`config.mk`:
```
export PLATFORM = sky130hd
export DESIGN_NAME = fifo_traffic_gen
export DESIGN_NICKNAME = d
export VERILOG_FILES = /design/src/rtl/fifo_traffic_gen.sv
export SDC_FILE = /design/constraint.sdc
export NUM_CORES = 1
export LEC_CHECK = 0
export ABC_AREA = 1
export BUFFER_PORTS_ARGS = -buffer_cell sky130_fd_sc_hd__buf_4
export CAP_MARGIN = 0
export CORE_UTILIZATION = 45
export DETAILED_ROUTE_END_ITERATION = 8
export PLACE_DENSITY = 0.72
export SYNTH_ARGS = -nofsm -noshare
export SYNTH_HDL_FRONTEND = slang
export SYNTH_SLANG_ARGS = --single-unit
```
`constraint.sdc`:
```
create_clock -name clk -period 3.85 [get_ports clk]
set_input_delay 0 -clock clk [delete_from_list [all_inputs] [get_ports clk]]
set_output_delay 0 -clock clk [all_outputs]
set_load 0.005 [all_outputs]
```
`src/rtl/fifo_traffic_gen.sv`:
```
// fifo_traffic_gen: LFSR traffic source for a synchronous FIFO that checks every response in hardware.
// Optional stall watchdog compiled in when FIFO_TGEN_WATCHDOG_EN is defined.
module fifo_traffic_gen #(
  parameter int          DATA_WIDTH = 16,
  parameter int          FIFO_DEPTH = 8,
  parameter int          NUM_WORDS  = 64,
  parameter logic [15:0] SEED       = 16'hACE1
) (
  input  logic                  clk,
  input  logic                  rst,
  input  logic                  start,
  input  logic [1:0]            mode,
  output logic                  wr_en,
  output logic                  rd_en,
  output logic [DATA_WIDTH-1:0] data_in,
  input  logic [DATA_WIDTH-1:0] data_out,
  input  logic                  wr_ack,
  input  logic                  overflow,
  input  logic                  underflow,
  input  logic                  full,
  input  logic                  empty,
  output logic                  busy,
  output logic                  done,
  output logic                  pass,
  output logic [15:0]           error_count,
  output logic [15:0]           correct_count
);
  localparam int MAX_WORDS = (NUM_WORDS > FIFO_DEPTH) ? NUM_WORDS : FIFO_DEPTH;
  localparam int CW = $clog2(MAX_WORDS + 1);
  localparam logic [CW-1:0] ZERO    = '0;
  localparam logic [CW-1:0] ONE     = CW'(1);
  localparam logic [CW-1:0] DEPTH_C = CW'(FIFO_DEPTH);
  localparam logic [CW-1:0] WORDS_C = CW'(NUM_WORDS);
  localparam logic [15:0]   POLY    = 16'hB400;  // x^16 + x^14 + x^13 + x^11 + 1, right-shift Galois

  typedef enum logic [2:0] {
    S_IDLE, S_FILL, S_DRAIN, S_MIX, S_PROBE_OVF, S_PROBE_UDF, S_FLUSH, S_DONE
  } state_t;

  state_t                state_reg, state_next;
  logic [1:0]            mode_reg;
  logic [15:0]           wr_lfsr_reg, rd_lfsr_reg, pat_lfsr_reg;
  logic [CW-1:0]         wr_left_reg, rd_left_reg, level_reg, level_next;
  logic                  chk_wr_reg, chk_rd_reg, chk_ovf_reg, chk_udf_reg;
  logic [DATA_WIDTH-1:0] exp_data_reg, wr_word, exp_word;
  logic [15:0]           error_count_reg, correct_count_reg;
  logic                  wr_ok, rd_ok, wr_issue, rd_issue, probe_wr, probe_rd;
  logic                  start_run, wdog_fire;
  logic [1:0]            ok_inc, err_inc;
  logic [CW-1:0]         run_words;

  function automatic logic [15:0] lfsr_step(input logic [15:0] v);
    return {1'b0, v[15:1]} ^ (v[0] ? POLY : 16'h0000);
  endfunction

  function automatic logic [15:0] sat_add(input logic [15:0] c, input logic [1:0] inc);
    logic [16:0] sum;
    sum = {1'b0, c} + {15'd0, inc};
    return sum[16] ? 16'hFFFF : sum[15:0];
  endfunction

  generate
    if (DATA_WIDTH <= 16) begin : g_trunc
      assign wr_word  = wr_lfsr_reg[DATA_WIDTH-1:0];
      assign exp_word = rd_lfsr_reg[DATA_WIDTH-1:0];
    end else begin : g_zext
      assign wr_word  = {{(DATA_WIDTH-16){1'b0}}, wr_lfsr_reg};
      assign exp_word = {{(DATA_WIDTH-16){1'b0}}, rd_lfsr_reg};
    end
  endgenerate

  assign start_run = start && (state_reg == S_IDLE || state_reg == S_DONE);
  assign run_words = (mode == 2'd2) ? DEPTH_C : WORDS_C;
  assign wr_ok     = !full && (wr_left_reg != ZERO);
  assign rd_ok     = !empty && (rd_left_reg != ZERO);

  always_comb begin
    state_next = state_reg;
    wr_issue   = 1'b0;
    rd_issue   = 1'b0;
    probe_wr   = 1'b0;
    probe_rd   = 1'b0;
    case (state_reg)
      S_IDLE, S_DONE: if (start) state_next = (mode == 2'd1) ? S_MIX : S_FILL;
      S_FILL: begin
        wr_issue = wr_ok;
        if (mode_reg == 2'd2) begin
          if (wr_issue && wr_left_reg == ONE) state_next = S_PROBE_OVF;
        end else if (full || wr_left_reg == ZERO ||
                     (wr_issue && (level_reg + ONE == DEPTH_C || wr_left_reg == ONE))) begin
          // switching on the issuing cycle keeps fill and drain phases back to back
          state_next = S_DRAIN;
        end
      end
      S_DRAIN: begin
        rd_issue = rd_ok;
        if (mode_reg == 2'd2) begin
          if (rd_issue && rd_left_reg == ONE) state_next = S_PROBE_UDF;
        end else if (rd_issue && rd_left_reg == ONE && wr_left_reg == ZERO) begin
          state_next = S_FLUSH;
        end else if (empty || rd_left_reg == ZERO || (rd_issue && level_reg == ONE)) begin
          state_next = S_FILL;
        end
      end
      S_MIX: begin
        wr_issue = pat_lfsr_reg[0] && wr_ok;
        rd_issue = pat_lfsr_reg[1] && rd_ok;
        if ((wr_left_reg == ZERO || (wr_issue && wr_left_reg == ONE)) &&
            (rd_left_reg == ZERO || (rd_issue && rd_left_reg == ONE)))
          state_next = S_FLUSH;
      end
      S_PROBE_OVF: begin
        probe_wr = full;
        if (full) state_next = S_DRAIN;
      end
      S_PROBE_UDF: begin
        probe_rd = empty;
        if (empty) state_next = S_FLUSH;
      end
      S_FLUSH: state_next = S_DONE;
      default: state_next = S_IDLE;
    endcase
  end

  assign wr_en      = wr_issue || probe_wr;
  assign rd_en      = rd_issue || probe_rd;
  assign data_in    = wr_word;
  assign level_next = level_reg + (wr_issue ? ONE : ZERO) - (rd_issue ? ONE : ZERO);

  // Responses land one cycle after the request; each pending check scores exactly once.
  always_comb begin
    ok_inc  = {1'b0, chk_wr_reg && wr_ack && !overflow}
            + {1'b0, chk_rd_reg && (data_out == exp_data_reg) && !underflow}
            + {1'b0, chk_ovf_reg && overflow && !wr_ack}
            + {1'b0, chk_udf_reg && underflow};
    err_inc = {1'b0, chk_wr_reg && !(wr_ack && !overflow)}
            + {1'b0, chk_rd_reg && !((data_out == exp_data_reg) && !underflow)}
            + {1'b0, chk_ovf_reg && !(overflow && !wr_ack)}
            + {1'b0, chk_udf_reg && !underflow}
            + {1'b0, wdog_fire};
  end

`ifdef FIFO_TGEN_WATCHDOG_EN
  logic [7:0] wdog_reg;

  always_ff @(posedge clk or posedge rst) begin
    if (rst)                          wdog_reg <= 8'd0;
    else if (!busy || wr_en || rd_en) wdog_reg <= 8'd0;
    else                              wdog_reg <= wdog_reg + 8'd1;
  end

  assign wdog_fire = busy && !wr_en && !rd_en && (wdog_reg == 8'hFF);
`else
  assign wdog_fire = 1'b0;
`endif

  always_ff @(posedge clk or posedge rst) begin
    if (rst) begin
      state_reg         <= S_IDLE;
      mode_reg          <= 2'd0;
      wr_lfsr_reg       <= SEED;
      rd_lfsr_reg       <= SEED;
      pat_lfsr_reg      <= SEED;
      wr_left_reg       <= ZERO;
      rd_left_reg       <= ZERO;
      level_reg         <= ZERO;
      chk_wr_reg        <= 1'b0;
      chk_rd_reg        <= 1'b0;
      chk_ovf_reg       <= 1'b0;
      chk_udf_reg       <= 1'b0;
      exp_data_reg      <= '0;
      error_count_reg   <= 16'd0;
      correct_count_reg <= 16'd0;
    end else begin
      state_reg    <= wdog_fire ? S_DONE : state_next;
      chk_wr_reg   <= wr_issue;
      chk_rd_reg   <= rd_issue;
      chk_ovf_reg  <= probe_wr;
      chk_udf_reg  <= probe_rd;
      exp_data_reg <= exp_word;
      if (start_run) begin
        mode_reg          <= (mode == 2'd3) ? 2'd0 : mode;
        wr_lfsr_reg       <= SEED;
        rd_lfsr_reg       <= SEED;
        pat_lfsr_reg      <= SEED;
        wr_left_reg       <= run_words;
        rd_left_reg       <= run_words;
        level_reg         <= ZERO;
        error_count_reg   <= 16'd0;
        correct_count_reg <= 16'd0;
      end else begin
        error_count_reg   <= sat_add(error_count_reg, err_inc);
        correct_count_reg <= sat_add(correct_count_reg, ok_inc);
        level_reg         <= level_next;
        if (wr_issue) begin
          wr_lfsr_reg <= lfsr_step(wr_lfsr_reg);
          wr_left_reg <= wr_left_reg - ONE;
        end
        if (rd_issue) begin
          rd_lfsr_reg <= lfsr_step(rd_lfsr_reg);
          rd_left_reg <= rd_left_reg - ONE;
        end
        if (state_reg == S_MIX) pat_lfsr_reg <= lfsr_step(pat_lfsr_reg);
      end
    end
  end

  assign busy          = (state_reg != S_IDLE) && (state_reg != S_DONE);
  assign done          = (state_reg == S_DONE);
  assign pass          = done && (error_count_reg == 16'd0);
  assign error_count   = error_count_reg;
  assign correct_count = correct_count_reg;
endmodule

```
# Word level (Yosys, flattened, before mapping)
# Cells that the tools add are included.
# totals
ff_bits	126
latchBits	0
mem_bits_rw	0
rom_bits	0
inputBits	26
output_inout_bits	53
elab_cells	154
mem_count	0
# op_classes
add_sub_neg	13
multipliers	0
n_div	0
order_cmp	0
n_eq_ne	25
n_shift	0
mux	39
bitwise_logic	3
n_reduce_logical	59
# op_table
op	count
$mux 16	13
$xor 15x16->16	3
$mux 7	6
$add 16x2->17	2
$mux 3	11
$logic_and 1x1->1	29
$eq 7x1->1 const B	3
$pmux 3 s7	1
$eq 16x16->1	1
$logic_not 16->1	1
$logic_not 7->1	2
$reduce_bool 7->1	2
$sub 7x1->7 const B	2
$eq 3x3->1 const B	4
$ne 3x3->1 const B	4
$logic_or 1x1->1	10
$add 2x1->2	4
$logic_not 1->1	8
$ne 2x2->1 const B	4
$reduce_and 8->1	1
$add 7x1->7	1
$add 7x1->7 const B	1
$eq 7x4->1 const B	1
$sub 7x1->7	1
13 further kinds	24

# Logic depth before layout (Yosys ltp)
# depth
depth_word	10
mapped_depth	22
depth_no_buf	22

# Worst setup path before layout
# OpenSTA, ideal clock, no wires.
# synth_timing
path_type	register -> register
from	reg exp_data_reg[4]
to	reg correct_count_reg[11], in the netlist correct_count[11]
setup_time_ns	0.120
t_arrival_ns	3.296
t_required_ns	3.730
setup_slack_ns	0.434
stages_incl_launch_ff	21
path_buffers	0
synth_period_minus_slack_ns	3.416
path_cell_list	dfrtp_1 xor2_1 nor2_1 nand3_1 nor4_1 nand3_1 fa_1 inv_1 ha_1 ha_1 fa_1 nand2_1 nor2_1 nand2_1 nor2_1 nand2_1 inv_1 nand3_1 inv_1 o21ai_0 inv_1
# synth_between
elab_chain_len	9
# synth_lines
item	line	rtl
from (decl)	45	logic [DATA_WIDTH-1:0] exp_data_reg, wr_word, exp_word;
from (signal assigned)	180	exp_data_reg <= exp_word;
$eq 16x16->1	133	+ {1'b0, chk_rd_reg && (data_out == exp_data_reg) && !underflow}
$logic_and 1x1->1 (2 in series)	133	
$add 1x1->2	133	
$add 2x1->2	134	+ {1'b0, chk_ovf_reg && overflow && !wr_ack}
$add 2x1->2	135	+ {1'b0, chk_udf_reg && underflow};
$add 16x2->17	58	sum = {1'b0, c} + {15'd0, inc};
$mux 16	59	return sum[16] ? 16'hFFFF : sum[15:0];
$mux 16	181	if (start_run) begin
to (signal assigned)	193	correct_count_reg <= sat_add(correct_count_reg, ok_inc);
to (decl)	46	logic [15:0] error_count_reg, correct_count_reg;
# No other way between the ends.
# A chain may end at the register's enable or synchronous reset.

# Worst setup path in the final report
# Ends and elaborated chain as after synthesis.

==> results by group <==
Status
  – Status: finished clean

Floorplanning
  – Die Height: 124 um
  – Die ar.: 15300 sq um
  – Top Ports: 79
  – Die X-Extent: 124 um
  – Core ar.: 14500 sq um
  – Rows: 44
  – Initial Util: 45.9%

Yosys
  – Flop and latch count out of synthesis: around 130
  – Yosys cell types: 48
  – Commonest cells in the netlist: 141 x nand2_1, 138 x inv_1, 102 x dfrtp_1, 71 x nor2_1, 41 x o21ai_0
  – Number of synthesized flops with an enable pin: 0
  – Avg Inst Size Synth: 8.52 sq um
  – Synth Flop Type: dfrtp_1
  – Async set-or-reset flop fraction in the synthesized netlist: between 90% and 100%
  – Cell Area, Synth: 6650 sq um
  – Syn Inst Count: between 700 and 800
  – Most frequent cell after synthesis: nand2_1
  – Ys Warns: 0
  – Yosys top cell area share: a little under two fifths
  – Post-synthesis sequential area ratio: 47.9%
  – Main area contributors after synthesis: dfrtp_1 38%, dfstp_2 9.5%, nand2_1 8.0%
  – Mapped Nets: 835
  – Post-synth top area cell: dfrtp_1

Clocking
  – Cts bufs inserted: 17
  – CTS H-tree lvls: 4
  – Number of setup buffers added after CTS: 0
  – Max clock buf depth: 2
  – CTS tree: built
  – Worst-path clk slew: 50 ps
  – CTS Root Cell: clkbuf_16
  – Clock sink count: 126
  – Worst-Skew Late Latency: 420 ps

Timing
  – Post-Route Skew: between 5 and 6 ps
  – Tcrit/Tclk final: between 90% and 100%
  – Max Fclk: 0.281 GHz
  – Worst Setup Slack, final: between 200 and 300 ps
  – Final Setup Violations: 0
  – Worst slew pin tran: 984 ps
  – Rel. slew slack: roughly a third
  – Final hold vios: 0
  – Max-slew violations: 0
  – Tmin final: 3560 ps

Setup path
  – WP depth: 20
  – Most frequent CP cell: inv_1
  – Crit path required time: 4160 ps
  – CP cell instances: xor2_1 -> nor2_1 -> nand3_1 -> nor4_2 -> nand3_1 -> fa_1 -> inv_1 -> ha_1 -> ha_1 -> fa_1 -> nand2_1 -> nor2_1 -> nand2_1 -> nor2_1 -> nand2_1 -> inv_1 -> nand3_2 -> inv_1 -> o21ai_0 -> inv_1
  – Critical path class: flip-flop to flip-flop
  – Worst R2R End: correct_count[11]
  – R2r setup slk: ~290 ps
  – Crit-path max cell delay: 520 ps
  – CP bufs+invs: 4
  – Family with the most delay on the worst path: adder cells
  – Crit path DAT: a little under 4000 ps
  – R2R depth: 20
  – Slowest CP cell: fa_1
  – CP Capture Type: flip-flop
  – Critical Path Start Type: flip-flop
  – Worst-path maximum fanout: 5
  – Reg2reg start: exp_data_reg[4]

Power and ir drop
  – Comb power frac: 37.9%
  – Sw Ratio: 38.0%
  – Leakage power: between 4 and 5 nW
  – Clk pwr share: roughly a quarter
  – Pwr dens: between 700 and 800 nW/um^2
  – Reg power frac: 36.9%
  – Switching power: 0.00228 W
  – Tot Pwr: between 0.005 and 0.006 W
  – Peak VDD IR: 0.390 mV
  – Int Power: 0.00371 W

Layout
  – Multi-input gate area in the final layout: about 2900 sq um
  – Share of cells above drive strength 1: 19.7%
  – Fin cells: 1072
  – Fillers: 1322
  – Synth-to-Final Area Change: 21.7%
  – N_diodes: 0
  – Final Net Count: 929
  – Sequential Area: 3180 sq um

Global routing
  – Global-route wire length before repair: 23200 um
  – Gr usage total: 19.9%
  – Pin count of the biggest net entering global routing: 81
  – Number of global-route vias before repair: ~4900
  – Gr ovfl total: 0
  – Number of antenna violations at the first check in global routing: 0

Flow run
  – Number of max-cap violations: 0

Min path
  – Hold path depth: 3
  – Worst hold path type: input port to flip-flop
  – Hold Startpoint: start
  – Hold EP: pat_lfsr_reg[0]

Placed design
  – PortBufs: 78
  – Gp weighted congestion: 0.871
  – HPWL after DPL: 9860 um
  – Setup WS pre-CTS: 160 ps
  – Placed Cells: 1035

Route
  – Wirelength per Cell: 13.3 um
  – DR iter-0 viols: 374
  – Vias post-DR: 5434
  – Routed WL: 14300 um
  – 1st-pass router iterations: 5
  – Vias per cell: about 5.1
  – Antenna Nets Post-Route: 0
  – Drc violations: 0
[stage by stage]
| step | hold slack (ps) | area, sq um | setup TNS, ps | util [%] |
|---|---|---|---|---|
| floorplan | 170 | 6650 | 0 | - |
| global placement | 304 | 7450 | 0 | 51.5 |
| detailed placement | 312 | 7450 | 0 | 51.5 |
| CTS | 31.1 | 8060 | 0 | 55.7 |
| global route | 62.6 | 8090 | -15.1 | 55.9 |
| finish | 39.4 | 8090 | 0 | 55.9 |
[what timing repair did]
action | in CTS | in global routing
hold buffers | 5 | 0
endpoints found under the hold margin | 64 | 0
gates resized for setup | 0 | 5
setup endpoints to repair | 0 | 14
[power groups by stage]
stage               sequential, W  combinational, W  clock [W]
global route              0.00227           0.00260    0.00161
CTS                       0.00220           0.00228    0.00154
global placement          0.00221           0.00220          0
floorplan                 0.00213           0.00170          0
detailed placement        0.00222           0.00225          0
finish                    0.00221           0.00227    0.00151
[final cells by class]
cell class	count	share of cell area (%)
Sequential cell	126	39.3
Multi-Input combinational cell	497	35.5
Timing Repair Buffer	90	8.66
Inverter	143	6.71
Clock buffer	23	5.91
Tap cell	184	2.85
Clock inverter	9	1.07
[metal layers]
layer	track usage, %	part of all wire (%)	vias up	wire [um]
met2	30.7	47	142	6690
met5	0	0	-	0
met1	27.3	47	2563	6660
li1	-	-	2711	-
met4	6.40	1.4	0	193
met3	5.27	5.2	18	745
[how the worst max path moves through the flow]
stage	from	endpoint	slack, ps
6_report	exp_data_reg[4]	correct_count[11]	290
5_1_grt	exp_data_reg[1]	correct_count[13]	-20
4_1_cts	exp_data_reg[4]	correct_count[11]	100
3_5_place_dp	exp_data_reg[4]	correct_count[11]	160
3_3_place_gp	exp_data_reg[4]	correct_count[11]	210
2_1_floorplan	exp_data_reg[4]	correct_count[11]	430
[cell usage in the layout (no fill, tap or decap), types with 19 or more instances in the layout]
| master | Yosys | final |
|---|---|---|
| ha_1 | 23 | 23 |
| dfstp_2 | 24 | 24 |
| dfrtp_1 | 102 | 102 |
| nor2_1 | 71 | 71 |
| a21oi_1 | 31 | 31 |
| o21ai_0 | 41 | 41 |
| buf_4 | 3 | 84 |
| inv_1 | 138 | 137 |
| nand3_1 | 39 | 37 |
| o22ai_1 | 19 | 19 |
| a22oi_1 | 19 | 19 |
| nand2_1 | 141 | 141 |
[cells by family (layout without fill, tap and decap cells)]
family	count (synthesis)	count (layout)	synth area share [%]
AOI/OAI and AO/OA	132	132	11.8
xor gates and xnor gates	30	30	3.95
adders and majority gates	28	28	5.83
buffers and inverters	158	265	9.41
DFF	126	126	47.9
and+or+nand+nor	307	307	21.2
[worst min-delay path: stages]
cell and delay [ps]:
buf_4 120, nand2_8 170, nand3_1 120
Note: power is estimated with default switching activity, not from simulation.
